**config.mk**
```make
export PLATFORM = sky130hd
export DESIGN_NAME = reset_ctrl
export DESIGN_NICKNAME = d
export VERILOG_FILES = /design/src/rtl/reset_ctrl_pkg.sv /design/src/rtl/sync_2ff.sv /design/src/rtl/reset_ctrl.sv
export SDC_FILE = /design/constraint.sdc
export NUM_CORES = 1
export LEC_CHECK = 0
export ABC_AREA = 1
export CAP_MARGIN = 15
export CELL_PAD_IN_SITES_DETAIL_PLACEMENT = 0
export CELL_PAD_IN_SITES_GLOBAL_PLACEMENT = 1
export CORE_MARGIN = 2
export CORE_UTILIZATION = 33
export CTS_CLUSTER_DIAMETER = 100
export CTS_CLUSTER_SIZE = 16
export DETAILED_ROUTE_END_ITERATION = 6
export PLACE_DENSITY_LB_ADDON = 0.1
export SLEW_MARGIN = 10
export SYNTH_ARGS = -nofsm -noshare
export SYNTH_HDL_FRONTEND = slang
export SYNTH_SLANG_ARGS = --single-unit
```
**constraint.sdc**
```tcl
create_clock -name clk -period 1.56 [get_ports clk]
set_clock_uncertainty 0.2 [all_clocks]
set_input_delay 0.156 -clock clk [delete_from_list [all_inputs] [get_ports clk]]
set_output_delay 0.156 -clock clk [all_outputs]
set_load 0.05 [all_outputs]
```
**src/rtl/reset_ctrl_pkg.sv**
```systemverilog
// Shared types and defaults for the reset sequencer: FSM state encoding,
// default interval lengths and the saturating lock-loss counter helper.
package reset_ctrl_pkg;

    localparam int unsigned LockWaitDef = 16;
    localparam int unsigned SoftHoldDef = 8;
    localparam int unsigned CntWDef     = 8;
    localparam logic [3:0]  LostMax     = 4'd15;

    typedef enum logic [1:0] {
        StWaitLock = 2'd0,
        StStable   = 2'd1,
        StRun      = 2'd2,
        StSoft     = 2'd3
    } state_e;

    function automatic logic [3:0] sat_inc4(input logic [3:0] v);
        return (v == LostMax) ? v : v + 4'd1;
    endfunction

endpackage

```
**src/rtl/sync_2ff.sv**
```systemverilog
// Single-bit two-flop synchroniser with asynchronous active-low clear.
module sync_2ff (
    input  logic i_clk,
    input  logic i_rst_n,
    input  logic i_d,
    output logic o_q
);

    logic r_meta;
    logic r_sync;

    always_ff @(posedge i_clk or negedge i_rst_n) begin
        if (!i_rst_n) begin
            r_meta <= 1'b0;
            r_sync <= 1'b0;
        end else begin
            r_meta <= i_d;
            r_sync <= r_meta;
        end
    end

    assign o_q = r_sync;

endmodule

```
**src/rtl/reset_ctrl.sv**
```systemverilog
// Chip-level reset sequencer: releases sys_reset_ after a stable lock interval,
// re-asserts it on lock loss, stretches soft-reset requests, counts lock losses.
module reset_ctrl
    import reset_ctrl_pkg::*;
#(
    parameter int unsigned LOCK_WAIT = LockWaitDef,
    parameter int unsigned SOFT_HOLD = SoftHoldDef,
    parameter int unsigned CNT_W     = CntWDef
) (
    input  logic       clk,
    input  logic       reset,
    input  logic       locked,
    input  logic       soft_rst_req,
    output logic       sys_reset_,
    output logic       rst_done,
    output logic [3:0] lost_cnt
);

    localparam logic [CNT_W-1:0] LockLast = CNT_W'(LOCK_WAIT - 1);
    localparam logic [CNT_W-1:0] SoftLast = CNT_W'(SOFT_HOLD - 1);

    logic             w_locked_s;
    state_e           r_state;
    state_e           w_state_nxt;
    logic [CNT_W-1:0] r_cnt;
    logic [CNT_W-1:0] w_cnt_nxt;
    logic             r_sys_rst_n;
    logic             w_sys_rst_n_nxt;
    logic             r_rst_done;
    logic             w_rst_done_nxt;
    logic [3:0]       r_lost_cnt;
    logic [3:0]       w_lost_cnt_nxt;

    sync_2ff u_lock_sync (
        .i_clk   (clk),
        .i_rst_n (reset),
        .i_d     (locked),
        .o_q     (w_locked_s)
    );

    always_comb begin
        w_state_nxt    = r_state;
        w_cnt_nxt      = r_cnt;
        w_lost_cnt_nxt = r_lost_cnt;
        unique case (r_state)
            StWaitLock: begin
                if (w_locked_s) begin
                    w_state_nxt = StStable;
                    w_cnt_nxt   = '0;
                end
            end
            StStable: begin
                // Losing lock before release is not counted as a loss.
                if (!w_locked_s) begin
                    w_state_nxt = StWaitLock;
                end else if (r_cnt == LockLast) begin
                    w_state_nxt = StRun;
                end else begin
                    w_cnt_nxt = r_cnt + CNT_W'(1);
                end
            end
            StRun: begin
                if (!w_locked_s) begin
                    w_state_nxt    = StWaitLock;
                    w_lost_cnt_nxt = sat_inc4(r_lost_cnt);
                end else if (soft_rst_req) begin
                    w_state_nxt = StSoft;
                    w_cnt_nxt   = '0;
                end
            end
            StSoft: begin
                if (!w_locked_s) begin
                    w_state_nxt    = StWaitLock;
                    w_lost_cnt_nxt = sat_inc4(r_lost_cnt);
                end else if (r_cnt == SoftLast) begin
                    w_state_nxt = StRun;
                end else begin
                    w_cnt_nxt = r_cnt + CNT_W'(1);
                end
            end
            default: begin
                w_state_nxt = StWaitLock;
            end
        endcase

        // Outputs track the next state so they change on the same edge as the FSM.
        w_sys_rst_n_nxt = (w_state_nxt == StRun);
        w_rst_done_nxt  = w_sys_rst_n_nxt && (r_state != StRun);
    end

    always_ff @(posedge clk or negedge reset) begin
        if (!reset) begin
            r_state     <= StWaitLock;
            r_cnt       <= '0;
            r_sys_rst_n <= 1'b0;
            r_rst_done  <= 1'b0;
            r_lost_cnt  <= 4'd0;
        end else begin
            r_state     <= w_state_nxt;
            r_cnt       <= w_cnt_nxt;
            r_sys_rst_n <= w_sys_rst_n_nxt;
            r_rst_done  <= w_rst_done_nxt;
            r_lost_cnt  <= w_lost_cnt_nxt;
        end
    end

    assign sys_reset_ = r_sys_rst_n;
    assign rst_done   = r_rst_done;
    assign lost_cnt   = r_lost_cnt;

endmodule

```
==> impl_metrics.py <==
metrics = {
    "outcome": {
        "status": "completed",
    },
    "global_routing": {
        "grt_pass1_wl_mm": 3.67,
        "grt_usage": 0.141,
        "antenna_found_initial": 0,
        "grt_max_degree": 19,
        "grt_pass1_vias": 788,
        "overflow": 0,
    },
    "finish": {
        "multiInputGateArea_um2": 553,
        "nNetsFinal": 162,
        "final_common_cell": "nand2_1",
        "regArea_um2": 454,
        "antenna_cells": 0,
        "layout_common_cells": "42 x nand2_1, 15 x dfrtp_1, 14 x inv_1, 14 x buf_4, 8 x nor2_1",
        "stdcell_count": 187,
        "drive_gt1_frac": 0.338,
        "areaGrowthSynthToFinish_pct": 36.7,
        "fillers": 287,
    },
    "die": {
        "die_h_um": 59.8,
        "placementRows": 20,
        "start_util": 0.342,
        "io_pins": 10,
        "dieWidth_um": 59.8,
        "die_area_mm2": 0.00358,
        "core_mm2": 0.00300,
    },
    "route": {
        "post_drt_wl_per_cell_um": 11.8,
        "drc": 0,
        "drt_iter0_drc": 45,
        "routed_wl_mm": 2.21,
        "firstDrtPassIters": 4,
        "vias_per_cell": 4.49,
        "dr_total_vias": 839,
        "detail-route-antenna-nets": 0,
    },
    "worst_setup_path": {
        "cp.arrival_ns": 1.52,
        "cp_max_fo": 5,
        "critPathKind": "reg -> reg",
        "reg2regPathDepth": 7,
        "r2r_start": "r_cnt[1]$_DFFE_PN0P_",
        "crit_family": "simple AND/OR/NAND/NOR gates",
        "cp-end-kind": "flip-flop",
        "critPathLaunchType": "flip-flop",
        "r2r_end": "r_cnt[0]$_DFFE_PN0P_",
        "cp.required_ns": 1.55,
        "r2r_slack_ns": 0.03,
        "crit_path_max_incr_delay_ns": 0.42,
        "cpMaxStageDelayCell": "dfrtp_1",
        "path_buf_inv": 2,
        "worstPathCellList": "ha_4, inv_4, nor2_4, nand4_4, buf_4, nand4_1, nand2_1",
    },
    "sta": {
        "setup_viol": 0,
        "rsz0062_at_grt": "yes",
        "fin_crit_sh": 0.983,
        "tightest_slew_ns": 0.315,
        "maxSlewHeadroom": 0.788,
        "layout_min_cycle_time_ns": 1.53,
        "maxSlewViolCount": 0,
        "layout_setup_ws_ns": 0.0261,
        "fmax_mhz": 652,
        "hold_viol_final": 0,
    },
    "placement": {
        "pre_cts_slack_ns": 0.0286,
        "port_buffers": 9,
        "dp_hpwl_mm": 1.62,
        "placed_cells": 176,
        "gp_congestion": 0.800,
    },
    "clocking": {
        "clock_latency_ns": 0.28,
        "htree_num_levels": 1,
        "cts_sinks": 18,
        "clockBufferDepth": 2,
        "cts_tree": "built",
        "numCtsBuffers": 3,
        "clk_pin_slew_ns": 0.10,
        "root_buffer": "clkbuf_4",
    },
    "power_and_ir_drop": {
        "report.power.total_w": 0.000818,
        "p_leak_nw": 0.686,
        "pwr_density_cell_mw_per_mm2": 581,
        "ir_drop_mv": 0.337,
    },
    "hold_path": {
        "min_path_cells": 1,
        "min_from": "locked",
        "holdPathEnd": "u_lock_sync.r_meta$_DFF_PN0_",
        "hold_class": "in -> reg",
    },
    "synth": {
        "yosys_warnings": 0,
        "syn_area_mm2": 0.00103,
        "yosysSeqAreaShare": 0.438,
        "synth_nets": 132,
        "ys_seq_elements": 18,
        "synth_cells": 126,
        "ys_types": 21,
        "synth.avg_cell_area_um2": 8.16,
    },
    "run": {
        "cap_violations": 0,
    },
}
worst register-to-register path, cell delays in order, from the launching register on:
cell and delay [ns]:
dfrtp_1 0.42, ha_4 0.18, inv_4 0.04, nor2_4 0.13
nand4_4 0.15, buf_4 0.18, nand4_1 0.08, nand2_1 0.06
area by class of cell:
class / instances / share of cell area
Timing Repair Buffer: 24 / 0.189
Tap cell: 33 / 0.0294
Multi-Input combinational cell: 91 / 0.393
Clock buffer: 3 / 0.0160
Inverter: 18 / 0.0498
Sequential cell: 18 / 0.323
registers in the layout, summed over array words and instances (netlist names):
name                cells
r_cnt                   8
u_lock_sync.r_meta      1
sys_reset_              1
r_state                 2
u_lock_sync.o_q         1
rst_done                1
lost_cnt                4
worst max-delay path by stage:
stage                                  from                      end  slack (ns)  depth (start not counted)
finish                 r_cnt[1]$_DFFE_PN0P_     r_cnt[0]$_DFFE_PN0P_        0.03                          7
global route           r_cnt[1]$_DFFE_PN0P_     r_cnt[5]$_DFFE_PN0P_       -0.06                          8
detailed placement     r_cnt[1]$_DFFE_PN0P_     r_cnt[7]$_DFFE_PN0P_        0.03                          7
CTS                    r_cnt[1]$_DFFE_PN0P_     r_cnt[3]$_DFFE_PN0P_       0.008                          8
floorplan           lost_cnt[0]$_DFFE_PN0P_  lost_cnt[2]$_DFFE_PN0P_       0.003                          6
global placement       r_cnt[2]$_DFFE_PN0P_     r_cnt[3]$_DFFE_PN0P_        0.05                          6
per-layer routing:
layer / global-route usage / routed length, um
met3: 0.0238 / 65
met2: 0.220 / 1110
met1: 0.189 / 1020
met4: 0.0667 / 17
met5: 0 / 0
what timing repair did:
item	4_1_cts	5_1_grt
endpoints found under the hold margin	18	0
setup buffers	0	6
hold buffers	1	0
gates cloned	0	1
gates resized for setup	0	9
pin swaps	1	13
setup endpoints to repair	1	10
synthesized netlist by cell type:
master | number | area, um2
nand2_1 | 44 | 165
dfrtp_1 | 18 | 450
inv_1 | 14 | 52.6
nor2_1 | 9 | 33.8
nand3_1 | 7 | 35.0
inv_2 | 4 | 15.0
nor2_4 | 4 | 45.0
nand4_1 | 3 | 18.8
nor2_2 | 3 | 18.8
xnor2_1 | 3 | 26.3
a21oi_1 | 2 | 10.0
ha_1 | 2 | 25.0
nand2_2 | 2 | 12.5
nand2_4 | 2 | 22.5
o21ai_0 | 2 | 10.0
xor2_1 | 2 | 17.5
a21oi_4 | 1 | 16.3
nand3_2 | 1 | 10.0
nand3_4 | 1 | 17.5
nand4_4 | 1 | 21.3
o21ai_1 | 1 | 5.00
through the flow:
step | area [um2] | utilization | TNS [ns] | hold slack, ns
final | 1410 | 0.468 | 0 | 0.105
after detailed placement | 1280 | 0.428 | 0 | 0.144
after global placement | 1280 | 0.428 | 0 | 0.137
after global routing | 1410 | 0.468 | -0.268 | 0.0761
after floorplan | 1030 | - | 0 | -0.340
after CTS | 1320 | 0.439 | 0 | 0.0870
power breakdown:
part | internal (W) | total [W] | leakage, nW | switching (W)
registers | 0.000479 | 0.000493 | 0.237 | 0.0000142
logic | 0.0000463 | 0.000100 | 0.435 | 0.0000541
clock network | 0.0000896 | 0.000224 | 0.0138 | 0.000134
total | 0.000615 | 0.000818 | 0.686 | 0.000203
logic make-up after synthesis:
kind of cell    count (synthesis)  share of synthesized area
buf+inv                        18                     0.0657
flops                          18                      0.438
xor+xnor                        5                     0.0426
compound gates                  6                     0.0401
fa+ha+maj                       2                     0.0243
simple gates                   77                      0.389
Note: power is estimated with default switching activity, not from simulation.
==> RTL change: new RTL, same flow settings <==
Change the package constant `LostMax` from 4'd15 to 4'd8.
--- a/src/rtl/reset_ctrl_pkg.sv
+++ b/src/rtl/reset_ctrl_pkg.sv
@@ -5,7 +5,7 @@
     localparam int unsigned LockWaitDef = 16;
     localparam int unsigned SoftHoldDef = 8;
     localparam int unsigned CntWDef     = 8;
-    localparam logic [3:0]  LostMax     = 4'd15;
+    localparam logic [3:0]  LostMax     = 4'd8;
 
     typedef enum logic [1:0] {
         StWaitLock = 2'd0,
Function: no difference found for any inputs over 10 cycles, from zero or initial values and one cycle with reset low; that may be too few to reach the edited logic, so the function may still have changed.
==> RTL change against the unedited design <==
Sequential cell count is the same. Clock power grew 25%. Largest cell class unchanged. Total power grew 7.6%. Fmax grew 3.8%. Design area grew 2.5%. Non-clock buffer count shrank 3. Routed wire length shrank 4.6%. Global-route usage shrank 0.47 points. First-iteration DRC count shrank 56%. Area after synthesis grew 3.4%. Worst setup slack gained 57 ps. Via count grew 4.1%. Synthesized cell count grew 3.2%. Critical endpoint is now r_cnt[6].
==> RTL change: results (changes against the unedited design) <==
drc_errors: 0  # unchanged
synth.top_cells.by_area: "dfrtp_1 (42%), nand2_1 (15%), inv_1 (6.0%)"
grt_pass1_vias: 810  # +2.8%
grt_use_met1_pct: 18.68  # -0.21 points
synth.distinct_cells: 23  # +9.5%
hold_path_class: "in -> reg"
dp_worst_setup_slack_ps: 39.46  # +10.86 ps
ir_drop_v: 0.0004517  # +34%
crit_arrival_ps: 1460  # -60 ps
place_congestion: 0.7825  # -2.1%
antenna_found_initial: 0  # unchanged
synth_common_cells: "nand2_1 (42), dfrtp_1 (18), inv_1 (17)"
wl_per_cell_um: 10.56  # -11%
dp_hpwl_um: 1639  # +1.4%
grtUsageTotal_pct: 13.64  # -0.47 points
drtIter0Drc: 20  # -56%
numCtsBuffers: 3  # unchanged
synthesis.nets: 137  # +3.8%
fin_nets: 164  # +1.2%
p_leak_uw: 0.0006911  # +0.74%
drive_gt1_share_pct: 33.97  # +0.21 points
fin_cells: 200  # +7.0%
tightest_slew_ps: 310.7  # -4.533 ps
use_met3_pct: 3.838  # +1.5 points
status: "completed"
cts_buffer_depth: 2  # unchanged
dp.cells: 189  # +7.4%
synth_xor_area_share_pct: 4.118  # -0.14 points
dr.pass1.iters: 2  # -2
crit_path_max_fanout: 6  # +1
synth_edf_count: 0  # unchanged
grt_pass1_wl_um: 3677  # +0.19%
synth_flop_cell: "dfrtp_1"
grt_use_met2_pct: 21.20  # -0.85 points
synthArstFlopShare_pct: 100.0  # unchanged
synthMuxAreaShare_pct: 0  # unchanged
synth-seq-area-share_pct: 42.35  # -1.4 points
postSynthAreaPerCell_um2: 8.181  # +0.22%
critical-path-max-stage-delay_ps: 420  # about the same
synthAdderAreaFrac_pct: 3.529  # +1.1 points
num_vias: 873  # +4.1%
placed_area_um2: 1316  # +2.4%
synth_compound_area_share_pct: 4.706  # +0.69 points
## RTL change: cell types whose count changed in the layout (fill, tap and decap cells not counted), sizes merged, moves of 2 or more
cell,change
nand2,-2
nor2,+2
xor2,+2
buf,-3
xnor2,-2
inv,+3
## RTL change: path summary, 6_finish.rpt
check | from | cells past startpoint | end | slack, ps
worst min-delay path | locked | 1 | u_lock_sync.r_meta | 100
worst max-delay path | r_cnt[1] | 8 | r_cnt[6] | 80
max in group asynchronous | reset | 3 | lost_cnt[0] | 420
min in group asynchronous | reset | 3 | r_cnt[3] | 530
worst max register to register | r_cnt[1] | 8 | r_cnt[6] | 80
worst min register to register | u_lock_sync.r_meta | 0 | u_lock_sync.o_q | 160
## RTL change: repair_timing
action | 4_1_cts | 5_1_grt
setup buffers | 0 | 5
hold buffers | 1 | 0
gates resized for setup | 0 | 11
endpoints found under the hold margin | 18 | 0
endpoints found under the setup margin | 0 | 12
## RTL change: final cells by class
cell class | instances | area [um^2]
fill | 317 | 1612
multi-input combinational | 92 | 561.8
sequential | 18 | 456.7
timing repair buffer | 21 | 242.7
inverter | 21 | 88.84
tap | 44 | 55.05
clock buffer | 4 | 36.28
## RTL change: per-layer routing
layer	up-vias	routed length (um)
li1	453	-
met1	407	1068
met2	9	965
met3	4	48
met4	0	29
met5	-	0
## RTL change: kinds of logic (layout without fill, tap and decap cells)
logic type,count (synthesis),after routing
adders and majority gates,3,3
AOI/OAI and AO/OA,7,7
DFF,18,18
and+or+nand+nor,76,77
xor gates and xnor gates,5,5
buffers and inverters,21,46
## RTL change: power by group
group	internal [uW]	leakage [uW]	switching, uW
clock network	142	0.0000210	138
logic	49.6	0.000436	55.5
registers	479	0.000234	15.3
total	671	0.000691	209
